[src/rtl/cam_pkg.sv]
// Shared types and sizes for the CAM controller slice.
package cam_pkg;
  localparam int CAM_WIDTH      = 32;
  localparam int CAM_ADDR_WIDTH = 5;
  localparam int CAM_DEPTH      = 32;

  typedef enum logic [1:0] {
    OP_READ   = 2'b00,
    OP_WRITE  = 2'b01,
    OP_SEARCH = 2'b10,
    OP_INSERT = 2'b11
  } cam_op_e;

  typedef enum logic [2:0] {
    ST_IDLE,
    ST_ISSUE,
    ST_WAIT,
    ST_ALLOC,
    ST_RESP
  } cam_state_e;
endpackage

[src/rtl/cam_free_finder.sv]
// Lowest-zero finder over an occupancy bitmap; purely combinational.
// full_o is set when no bit is clear, free_idx_o is then 0.
module cam_free_finder
  import cam_pkg::*;
#(
  parameter int DEPTH = CAM_DEPTH,
  parameter int AW    = CAM_ADDR_WIDTH
) (
  input  logic [DEPTH-1:0] occ_i,
  output logic [AW-1:0]    free_idx_o,
  output logic             full_o
);
  // Descending scan so the lowest clear bit is the last one written.
  always_comb begin
    free_idx_o = '0;
    full_o     = 1'b1;
    for (int i = DEPTH - 1; i >= 0; i--) begin
      if (!occ_i[i]) begin
        free_idx_o = AW'(i);
        full_o     = 1'b0;
      end
    end
  end
endmodule

[src/rtl/cam_ctrl.sv]
// Single-command sequencer in front of a CAM: WRITE 2, READ/SEARCH 3, INSERT-miss 4 cycles.
// Commands stall (cmd_ready_o low) until the held response is taken by rsp_ready_i.
module cam_ctrl
  import cam_pkg::*;
#(
  parameter int WIDTH      = CAM_WIDTH,
  parameter int ADDR_WIDTH = CAM_ADDR_WIDTH,
  parameter int TIMEOUT    = 4
) (
  input  logic                  clk_i,
  input  logic                  rst_i,
  input  logic                  cmd_valid_i,
  output logic                  cmd_ready_o,
  input  logic [1:0]            cmd_op_i,
  input  logic [ADDR_WIDTH-1:0] cmd_index_i,
  input  logic [WIDTH-1:0]      cmd_data_i,
  output logic                  rsp_valid_o,
  input  logic                  rsp_ready_i,
  output logic                  rsp_hit_o,
  output logic [ADDR_WIDTH-1:0] rsp_index_o,
  output logic [WIDTH-1:0]      rsp_data_o,
  output logic                  rsp_err_o,
  output logic                  cam_read_enable_o,
  output logic [ADDR_WIDTH-1:0] cam_read_index_o,
  output logic                  cam_write_enable_o,
  output logic [ADDR_WIDTH-1:0] cam_write_index_o,
  output logic [WIDTH-1:0]      cam_write_data_o,
  output logic                  cam_search_enable_o,
  output logic [WIDTH-1:0]      cam_search_data_o,
  input  logic                  cam_read_valid_i,
  input  logic [WIDTH-1:0]      cam_read_value_i,
  input  logic                  cam_search_valid_i,
  input  logic [ADDR_WIDTH-1:0] cam_search_index_i
);
  localparam int DEPTH = 2 ** ADDR_WIDTH;
  localparam int TW    = $clog2(TIMEOUT + 1);

  cam_state_e            state_q;
  cam_op_e               op_q;
  logic [ADDR_WIDTH-1:0] idx_q;
  logic [WIDTH-1:0]      data_q;
  logic [DEPTH-1:0]      occ_q;
  logic [TW-1:0]         tmo_q;
  logic                  rsp_valid_q;
  logic                  rsp_hit_q;
  logic                  rsp_err_q;
  logic [ADDR_WIDTH-1:0] rsp_index_q;
  logic [WIDTH-1:0]      rsp_data_q;

  logic [ADDR_WIDTH-1:0] free_idx;
  logic                  full;
  logic                  search_hit;

  cam_free_finder #(.DEPTH(DEPTH), .AW(ADDR_WIDTH)) u_free (
    .occ_i      (occ_q),
    .free_idx_o (free_idx),
    .full_o     (full)
  );

  // CAM contents are unknown after reset, so a match only counts on an occupied entry.
  assign search_hit = cam_search_valid_i && occ_q[cam_search_index_i];

  // Response fields are zero outside RESP, so each transition only sets non-zero fields.
  always_ff @(posedge clk_i) begin
    if (rst_i) begin
      state_q     <= ST_IDLE;
      op_q        <= OP_READ;
      idx_q       <= '0;
      data_q      <= '0;
      occ_q       <= '0;
      tmo_q       <= '0;
      rsp_valid_q <= 1'b0;
      rsp_hit_q   <= 1'b0;
      rsp_err_q   <= 1'b0;
      rsp_index_q <= '0;
      rsp_data_q  <= '0;
    end else begin
      case (state_q)
        ST_IDLE: begin
          if (cmd_valid_i) begin
            op_q    <= cam_op_e'(cmd_op_i);
            idx_q   <= cmd_index_i;
            data_q  <= cmd_data_i;
            state_q <= ST_ISSUE;
          end
        end
        ST_ISSUE: begin
          tmo_q <= '0;
          if (op_q == OP_WRITE) begin
            occ_q[idx_q] <= 1'b1;
            rsp_valid_q  <= 1'b1;
            rsp_index_q  <= idx_q;
            state_q      <= ST_RESP;
          end else begin
            state_q <= ST_WAIT;
          end
        end
        ST_WAIT: begin
          if (op_q == OP_READ) begin
            if (cam_read_valid_i) begin
              rsp_valid_q <= 1'b1;
              rsp_hit_q   <= occ_q[idx_q];
              rsp_index_q <= idx_q;
              rsp_data_q  <= cam_read_value_i;
              state_q     <= ST_RESP;
            end else if (tmo_q == TW'(TIMEOUT - 1)) begin
              rsp_valid_q <= 1'b1;
              rsp_err_q   <= 1'b1;
              rsp_index_q <= idx_q;
              state_q     <= ST_RESP;
            end else begin
              tmo_q <= tmo_q + 1'b1;
            end
          end else if (search_hit) begin
            rsp_valid_q <= 1'b1;
            rsp_hit_q   <= 1'b1;
            rsp_index_q <= cam_search_index_i;
            state_q     <= ST_RESP;
          end else if (op_q == OP_SEARCH) begin
            rsp_valid_q <= 1'b1;
            state_q     <= ST_RESP;
          end else begin
            state_q <= ST_ALLOC;
          end
        end
        ST_ALLOC: begin
          rsp_valid_q <= 1'b1;
          state_q     <= ST_RESP;
          if (!full) begin
            occ_q[free_idx] <= 1'b1;
            rsp_index_q     <= free_idx;
          end else begin
            rsp_err_q <= 1'b1;
          end
        end
        ST_RESP: begin
          if (rsp_ready_i) begin
            rsp_valid_q <= 1'b0;
            rsp_hit_q   <= 1'b0;
            rsp_err_q   <= 1'b0;
            rsp_index_q <= '0;
            rsp_data_q  <= '0;
            state_q     <= ST_IDLE;
          end
        end
        default: state_q <= ST_IDLE;
      endcase
    end
  end

  always_comb begin
    cam_read_enable_o   = 1'b0;
    cam_read_index_o    = '0;
    cam_write_enable_o  = 1'b0;
    cam_write_index_o   = '0;
    cam_write_data_o    = '0;
    cam_search_enable_o = 1'b0;
    cam_search_data_o   = '0;
    if (state_q == ST_ISSUE) begin
      case (op_q)
        OP_READ: begin
          cam_read_enable_o = 1'b1;
          cam_read_index_o  = idx_q;
        end
        OP_WRITE: begin
          cam_write_enable_o = 1'b1;
          cam_write_index_o  = idx_q;
          cam_write_data_o   = data_q;
        end
        default: begin
          cam_search_enable_o = 1'b1;
          cam_search_data_o   = data_q;
        end
      endcase
    end else if (state_q == ST_ALLOC && !full) begin
      cam_write_enable_o = 1'b1;
      cam_write_index_o  = free_idx;
      cam_write_data_o   = data_q;
    end
  end

  assign cmd_ready_o = (state_q == ST_IDLE);
  assign rsp_valid_o = rsp_valid_q;
  assign rsp_hit_o   = rsp_hit_q;
  assign rsp_index_o = rsp_index_q;
  assign rsp_data_o  = rsp_data_q;
  assign rsp_err_o   = rsp_err_q;
endmodule

[config.mk]
export PLATFORM = sky130hd
export DESIGN_NAME = cam_ctrl
export DESIGN_NICKNAME = d
export VERILOG_FILES = /design/src/rtl/cam_pkg.sv /design/src/rtl/cam_free_finder.sv /design/src/rtl/cam_ctrl.sv
export SDC_FILE = /design/constraint.sdc
export NUM_CORES = 1
export LEC_CHECK = 0
export ABC_AREA = 1
export ABC_CLOCK_PERIOD_IN_PS = 6000
export CAP_MARGIN = 20
export CORE_ASPECT_RATIO = 1.2
export CORE_MARGIN = 1.5
export CORE_UTILIZATION = 50
export DETAILED_ROUTE_END_ITERATION = 7
export GPL_ROUTABILITY_DRIVEN = 0
export GPL_TIMING_DRIVEN = 0
export PLACE_DENSITY = 0.9
export SLEW_MARGIN = 10
export SYNTH_ARGS = -nofsm -noshare
export SYNTH_HDL_FRONTEND = slang
export SYNTH_SLANG_ARGS = --single-unit
[constraint.sdc]
create_clock -name clk_i -period 6 [get_ports clk_i]
set_clock_uncertainty 0.2 [all_clocks]
set_input_delay 1.2 -clock clk_i [delete_from_list [all_inputs] [get_ports clk_i]]
set_output_delay 1.2 -clock clk_i [all_outputs]
set_load 0.01 [all_outputs]
==> run summary, run 1 <==
Mapped Area: 6120 um2
Number of cells on the critical path: 11
Syn Area/Cell: 6.43 um2
Worst r2r src: occ_q[25]$_SDFFE_PP0P_
Vias in the first global route: 7347
Pin count of the biggest net entering global routing: 17
CTS Hold Bufs: 0
# nets final: 1253
Initial antenna violation count: 0
Setup tns final: 0 ns
Clock Sinks: 117
Drt pass-1 iters: 6
Unrepaired setup endpoints after global routing: no
WL per Instance: 16.4 um
Cell area after placement: 8310 um2
Leakage: 3.20 nW
CTS H-tree lvls: 4
GRT overflow: 0
Max Slew Vio Count: 0
Least-Margin Pin Slew: 0.991 ns
Pwr dens: 326 nW/um2
GRT Overall Usage: 34.0%
Drt drc: 0
Hold_sp: rsp_data_o[30]$_SDFFE_PP0P_
DR iter-0 viols: 715
Critical Path RT: 4.60 ns
Flop-to-flop setup slack: 2.91 ns
CP peak stage delay: 0.57 ns
IO Count: 200
Delay-heaviest family, CP: simple AND/OR/NAND/NOR gates
Status: finished clean
Area growth syn-to-layout: 45.5%
Fin crit period: 5.00 ns
Post-DP HPWL: 16000 um
CP max-delay cell: nor4_1
Root Driver: clkbuf_16
Warnings, synthesis: 0
Multiplexer share of the synthesized area: 0%
Initial core utilization: 51.0%
Clk_lat worst skew: 0.42 ns
Mapped Nets: 1036
Worst-path fanout max: 10
Crit Path Category: flop to output port
Buf/Inv on CP: 4
Synth Flop Type: dfxtp_1
Slew headroom: 33.4%
Hold Vio Cnt, Final: 0
Min-delay worst type: flop to flop
Synth Area in Simple Gates: 29.4%
Worst vdd ir: 0.208 mV
FF-to-FF path depth: 12
Adder-cell share of the synthesized area: 0.409%
Final-report setup violation count: 0
EDFF count, synth: 0
Hold path depth: 2
Synth Area in XOR/XNOR: 0%
Period utilization: 83.4%
CTS Buffer Depth: 2
Register area share after synthesis: 38.2%
Final ANT Viol Nets: 0
Synth Area in Compound Gates: 22.4%
FFs w/ async S/R, synth: 0%
Finished Cell Area: 8910 um2
Worst slack, placed: 1.53 ns
Via count: 7464
Origin of the worst setup path: occ_q[25]$_SDFFE_PP0P_
Crit path launch type: flop
Core Box Area: 12000 um2
DIE AREA: 12900 um2
Largest family of logic cells by synthesized area: simple AND/OR/NAND/NOR gates
Worst setup margin: 0.997 ns
Fmax: 200 MHz
Synth unique cells: 35
Postcts setup bufs: 0
Site Rows: 44
First-pass GRT wire length: 35500 um
CP arrival: 3.60 ns
Layout Utilization: 74.2%
Max cap viols: 0
I/O Buffers: 198
Fin Hold WS: 0.260 ns
Mapped Cells: 952
Via density: 5.56
CTS tree: built
Layout cells sized above 1: 5.25%
Die Ht: 124 um
CP Cell Sequence: inv_1 -> nor4_1 -> nand2_1 -> nor2_1 -> nand2_1 -> nand2_1 -> inv_2 -> nor2_1 -> clkbuf_1 -> nor2_1 -> clkdlybuf4s50_1
Clock Pin Slew Worst Setup and Hold Paths: 0.06 ns
Die Width: 104 um
Final WL: 22000 um
Setup crit end kind: output port
CTS resizes: 0
CTS Buf Count: 17
Synth Register Bits: 117
metrics by stage:
stage                     power [W]  instances
final                       0.00291       1343
after global routing        0.00304       1342
after CTS                   0.00289       1342
after detailed placement    0.00185       1311
after global placement      0.00183       1311
after floorplan             0.00149        952
synth_stat cells (2+ instances only):
library cell / n / area [um2]
nand2_1: 243 / 912
a21oi_1: 128 / 641
dfxtp_1: 117 / 2340
nor2_1: 117 / 439
inv_1: 98 / 368
o21ai_0: 71 / 355
clkbuf_1: 37 / 139
nand3_1: 29 / 145
nand4_1: 17 / 106
nor3_1: 15 / 75.1
inv_2: 10 / 37.5
o21ai_1: 9 / 45.0
a21oi_2: 8 / 70.1
a22oi_1: 7 / 52.6
o221ai_1: 7 / 61.3
buf_2: 6 / 30.0
a221oi_1: 3 / 26.3
a41oi_1: 3 / 26.3
nand2_8: 3 / 60.1
o211ai_1: 3 / 22.5
a211oi_1: 2 / 15.0
a31oi_1: 2 / 12.5
ha_1: 2 / 25.0
nor3_2: 2 / 20.0
nor4_1: 2 / 12.5
o22ai_1: 2 / 12.5
path summary, 6_finish.rpt:
kind | end
worst max-delay path | cam_write_data_o[5]
worst min-delay path | rsp_data_o[30]$_SDFFE_PP0P_
worst max register to register | occ_q[27]$_SDFFE_PP0P_
worst min register to register | rsp_data_o[30]$_SDFFE_PP0P_
worst reg2reg max path, delay by kind of cell, from the launching register on:
kind	cells	cell delay (ns)
AO/OA/AOI/OAI	1	0.08
buffers and inverters	4	0.55
flip-flops	1	0.42
AND/OR/NAND/NOR	7	1.70
state kept, by name, summed over array words and instances, names as in the netlist, 2 cells and up:
register and flops:
idx_q 5, rsp_index_o 5, occ_q 32, tmo_q 3, state_q 3, rsp_data_o 32
op_q 2, data_q 32
cells in the final DEF (no fill, tap or decap), drive strengths merged, types with 3 or more instances in the layout:
cell type        n
a21oi          136
a221oi           3
a22oi            7
a41oi            3
buf              8
bufinv           3
clkbuf          59
clkdlybuf4s50  198
clkinv           5
dfxtp          117
inv            108
nand2          248
nand3           30
nand4           17
nor2           117
nor3            17
o211ai           3
o21ai           80
o221ai           7
logic make-up (layout without fill, tap and decap cells):
logic type / after synthesis / count (layout)
other cells: 0 / 1
flops: 117 / 117
compound gates: 249 / 249
buf+inv: 153 / 382
simple gates: 431 / 431
fa+ha+maj: 2 / 2
metal layers:
| layer | GRT usage, % | vias to the layer above | share of wire, % | routed length [um] |
|---|---|---|---|---|
| li1 | - | 3564 | - | - |
| met1 | 36.5 | 3382 | 35 | 7780 |
| met2 | 60.6 | 440 | 51 | 11100 |
| met3 | 10.2 | 78 | 10 | 2300 |
| met4 | 16.3 | 0 | 3.6 | 788 |
| met5 | 0 | - | 0 | 0 |
cell type report:
cell class | count | area [um2]
plain buffers | 45 | 180
clock inverters | 9 | 126
repair buffers | 198 | 1980
fillers | 936 | 3090
multi-input cells | 682 | 3200
well taps | 161 | 201
diodes | 1 | 2.50
flip-flops and latches | 117 | 2340
inverters | 108 | 405
clock buffers | 22 | 474
power by group:
group / leakage (nW) / switching [W] / internal [W]
clock: 0.296 / 0.000360 / 0.000681
sequential: 0.953 / 0.0000630 / 0.000903
combinational: 1.95 / 0.000596 / 0.000307
total: 3.20 / 0.00102 / 0.00189
Power figures use the tool's default switching activity.
==> run 2, diff against run 1 <==
ABC_CLOCK_PERIOD_IN_PS = 4400   (was 6000)
CORE_UTILIZATION = 42   (was 50)
PLACE_DENSITY = 0.81   (was 0.9)
clock period = 4.4 ns   (was 6 ns; I/O delays follow)
==> run 2 against run 1 <==
Compared with the run above:
- utilization shrank 12 points
- sequential share of layout area is essentially flat
- critical path depth is the same
- wire length shrank 2.5%
- sequential cell count is the same
- clock-buffer cell count grew 4
- sequential power grew 36%
- power grew 30%
- register-to-register slack lost 1.4 ns
- via count shrank 2.2%
- worst setup slack lost 0.78 ns
- critical path type unchanged
- largest power group is now registers
==> run summary, run 2 (synthesis gave the netlist of run 1 again) <==
Post-DP HPWL: 16100 um
Antenna diodes: 0
IO Count: 200
DR iter-0 viols: 537
Leakage: 3.20 nW
Most frequent cells in the layout: 243 x nand2_1, 196 x clkdlybuf4s50_1, 128 x a21oi_1
CP Cell Sequence: inv_1 -> nor4_2 -> nand2_1 -> nor2_1 -> nand2_1 -> nand2_1 -> inv_2 -> nor2_4 -> clkbuf_2 -> nor2_1 -> clkdlybuf4s50_1
Hold Vio Cnt, Final: 0
CP max-delay cell: clkdlybuf4s50_1
Clock Sinks: 117
Clk_lat worst skew: 0.42 ns
Min-delay worst type: flop to flop
Least-Margin Pin Slew: 1.03 ns
CP peak stage delay: 0.51 ns
Final WL: 21400 um
Crit Path Category: flop to output port
Finished Cell Area: 8900 um2
Critical Path RT: 3.32 ns
Worst vdd ir: 0.263 mV
Final ANT Viol Nets: 0
Slew headroom: 30.8%
Leading cell type in the layout, fill and taps excluded: nand2_1
Layout cells sized above 1: 5.84%
Most used cell, CP: nand2_1
Via count: 7302
Area growth syn-to-layout: 45.3%
Vias in the first global route: 6878
WL per Instance: 15.8 um
Site Rows: 48
Fmax: 239 MHz
Drt drc: 0
Die Width: 113 um
Pwr dens: 425 nW/um2
Status: finished clean
Psw: 0.00135 W
Final-report setup violation count: 0
Crit path launch type: flop
Setup tns final: 0 ns
Core Box Area: 14300 um2
I/O Buffers: 198
# nets final: 1255
CTS Hold Bufs: 0
Layout Utilization: 62.3%
Clock Power Share: 33.0%
Pin count of the biggest net entering global routing: 17
Clock Pin Slew Worst Setup and Hold Paths: 0.05 ns
GRT overflow: 0
Sw Share: 35.7%
Int Pwr: 0.00243 W
Combinational share of power: 32.3%
CP arrival: 3.11 ns
CTS Buf Count: 17
DIE AREA: 15300 um2
Fillcell total: 1296
Setup crit end kind: output port
Final std cells w/o fill: 1356
GRT Overall Usage: 27.4%
Die Ht: 135 um
Post-placement cell count: 1325
Flop-to-flop setup slack: 1.49 ns
Drt pass-1 iters: 6
Root Driver: clkbuf_16
CTS H-tree lvls: 4
Initial core utilization: 42.8%
Fin crit period: 4.19 ns
Via density: 5.38
Reg power frac: 34.6%
Period utilization: 95.2%
First-pass GRT wire length: 33300 um
Cell area after placement: 8330 um2
Initial antenna violation count: 0
Worst-path fanout max: 10
Max Slew Vio Count: 0
Max cap viols: 0
CTS Buffer Depth: 2
CTS tree: built
==> run 2: cell types whose count changed in the layout (fill, tap and decap cells not counted), moves of 2 or more <==
cell	change
buf_4	+3
bufinv_16	-3
clkbuf_2	+4
clkbuf_8	+2
clkdlybuf4s50_1	-2
clkinv_2	-3
==> run 2: worst paths after layout <==
path / start / endpoint / cells after the start
worst min register to register: rsp_data_o[26]$_SDFFE_PP0P_ / rsp_data_o[26]$_SDFFE_PP0P_ / 2
worst max-delay path: occ_q[0]$_SDFFE_PP0P_ / cam_write_data_o[25] / 11
worst min-delay path: rsp_data_o[26]$_SDFFE_PP0P_ / rsp_data_o[26]$_SDFFE_PP0P_ / 2
worst max register to register: occ_q[31]$_SDFFE_PP0P_ / occ_q[4]$_SDFFE_PP0P_ / 36
==> run 2: stage by stage <==
step / hold slack (ns) / setup slack, ns / total power (W)
finish: 0.260 / 0.213 / 0.00379
global route: 0.278 / -0.00879 / 0.00397
CTS: 0.259 / 0.00298 / 0.00377
detailed placement: 0.254 / 0.188 / 0.00253
global placement: 0.247 / 0.208 / 0.00251
floorplan: 0.239 / 1.23 / 0.00203
==> run 2: cell type report <==
| type | count | area, um2 | area share (%) |
|---|---|---|---|
| inverter | 108 | 408 | 4.58 |
| sequential | 117 | 2340 | 26.3 |
| clock inverter | 3 | 20.0 | 0.225 |
| clock buffer | 26 | 509 | 5.72 |
| buffer | 45 | 186 | 2.09 |
| tap | 175 | 219 | 2.46 |
| timing repair buffer | 200 | 1990 | 22.4 |
| multi-input combinational | 682 | 3220 | 36.2 |
==> run 2: power by group through the flow <==
stage	combinational (W)	sequential [W]	clock [W]
after floorplan	0.000696	0.00133	0
after global placement	0.00119	0.00133	0
after detailed placement	0.00120	0.00133	0
after CTS	0.00121	0.00131	0.00126
after global routing	0.00134	0.00133	0.00130
final	0.00122	0.00131	0.00125
==> run 2: worst max-delay path: cells and delay by family, from the launching register on <==
family | cells | cell delay (ns)
simple gates | 7 | 1.30
buf+inv | 4 | 0.97
flops | 1 | 0.42
==> run 2: layer usage <==
layer | vias up | wire length (um) | global-route usage, %
li1 | 3562 | - | -
met1 | 3267 | 7960 | 29.3
met2 | 396 | 10600 | 48.4
met3 | 77 | 1940 | 7.96
met4 | 0 | 933 | 15.3
met5 | - | 0 | 0
==> run 2: timing repair <==
item | 4_1_cts | 5_1_grt
setup endpoints to repair | 33 | 33
gates cloned | 0 | 0
pin swaps | 0 | 1
gates resized for setup | 7 | 8
setup buffers | 1 | 1
endpoints found under the hold margin | 0 | 0
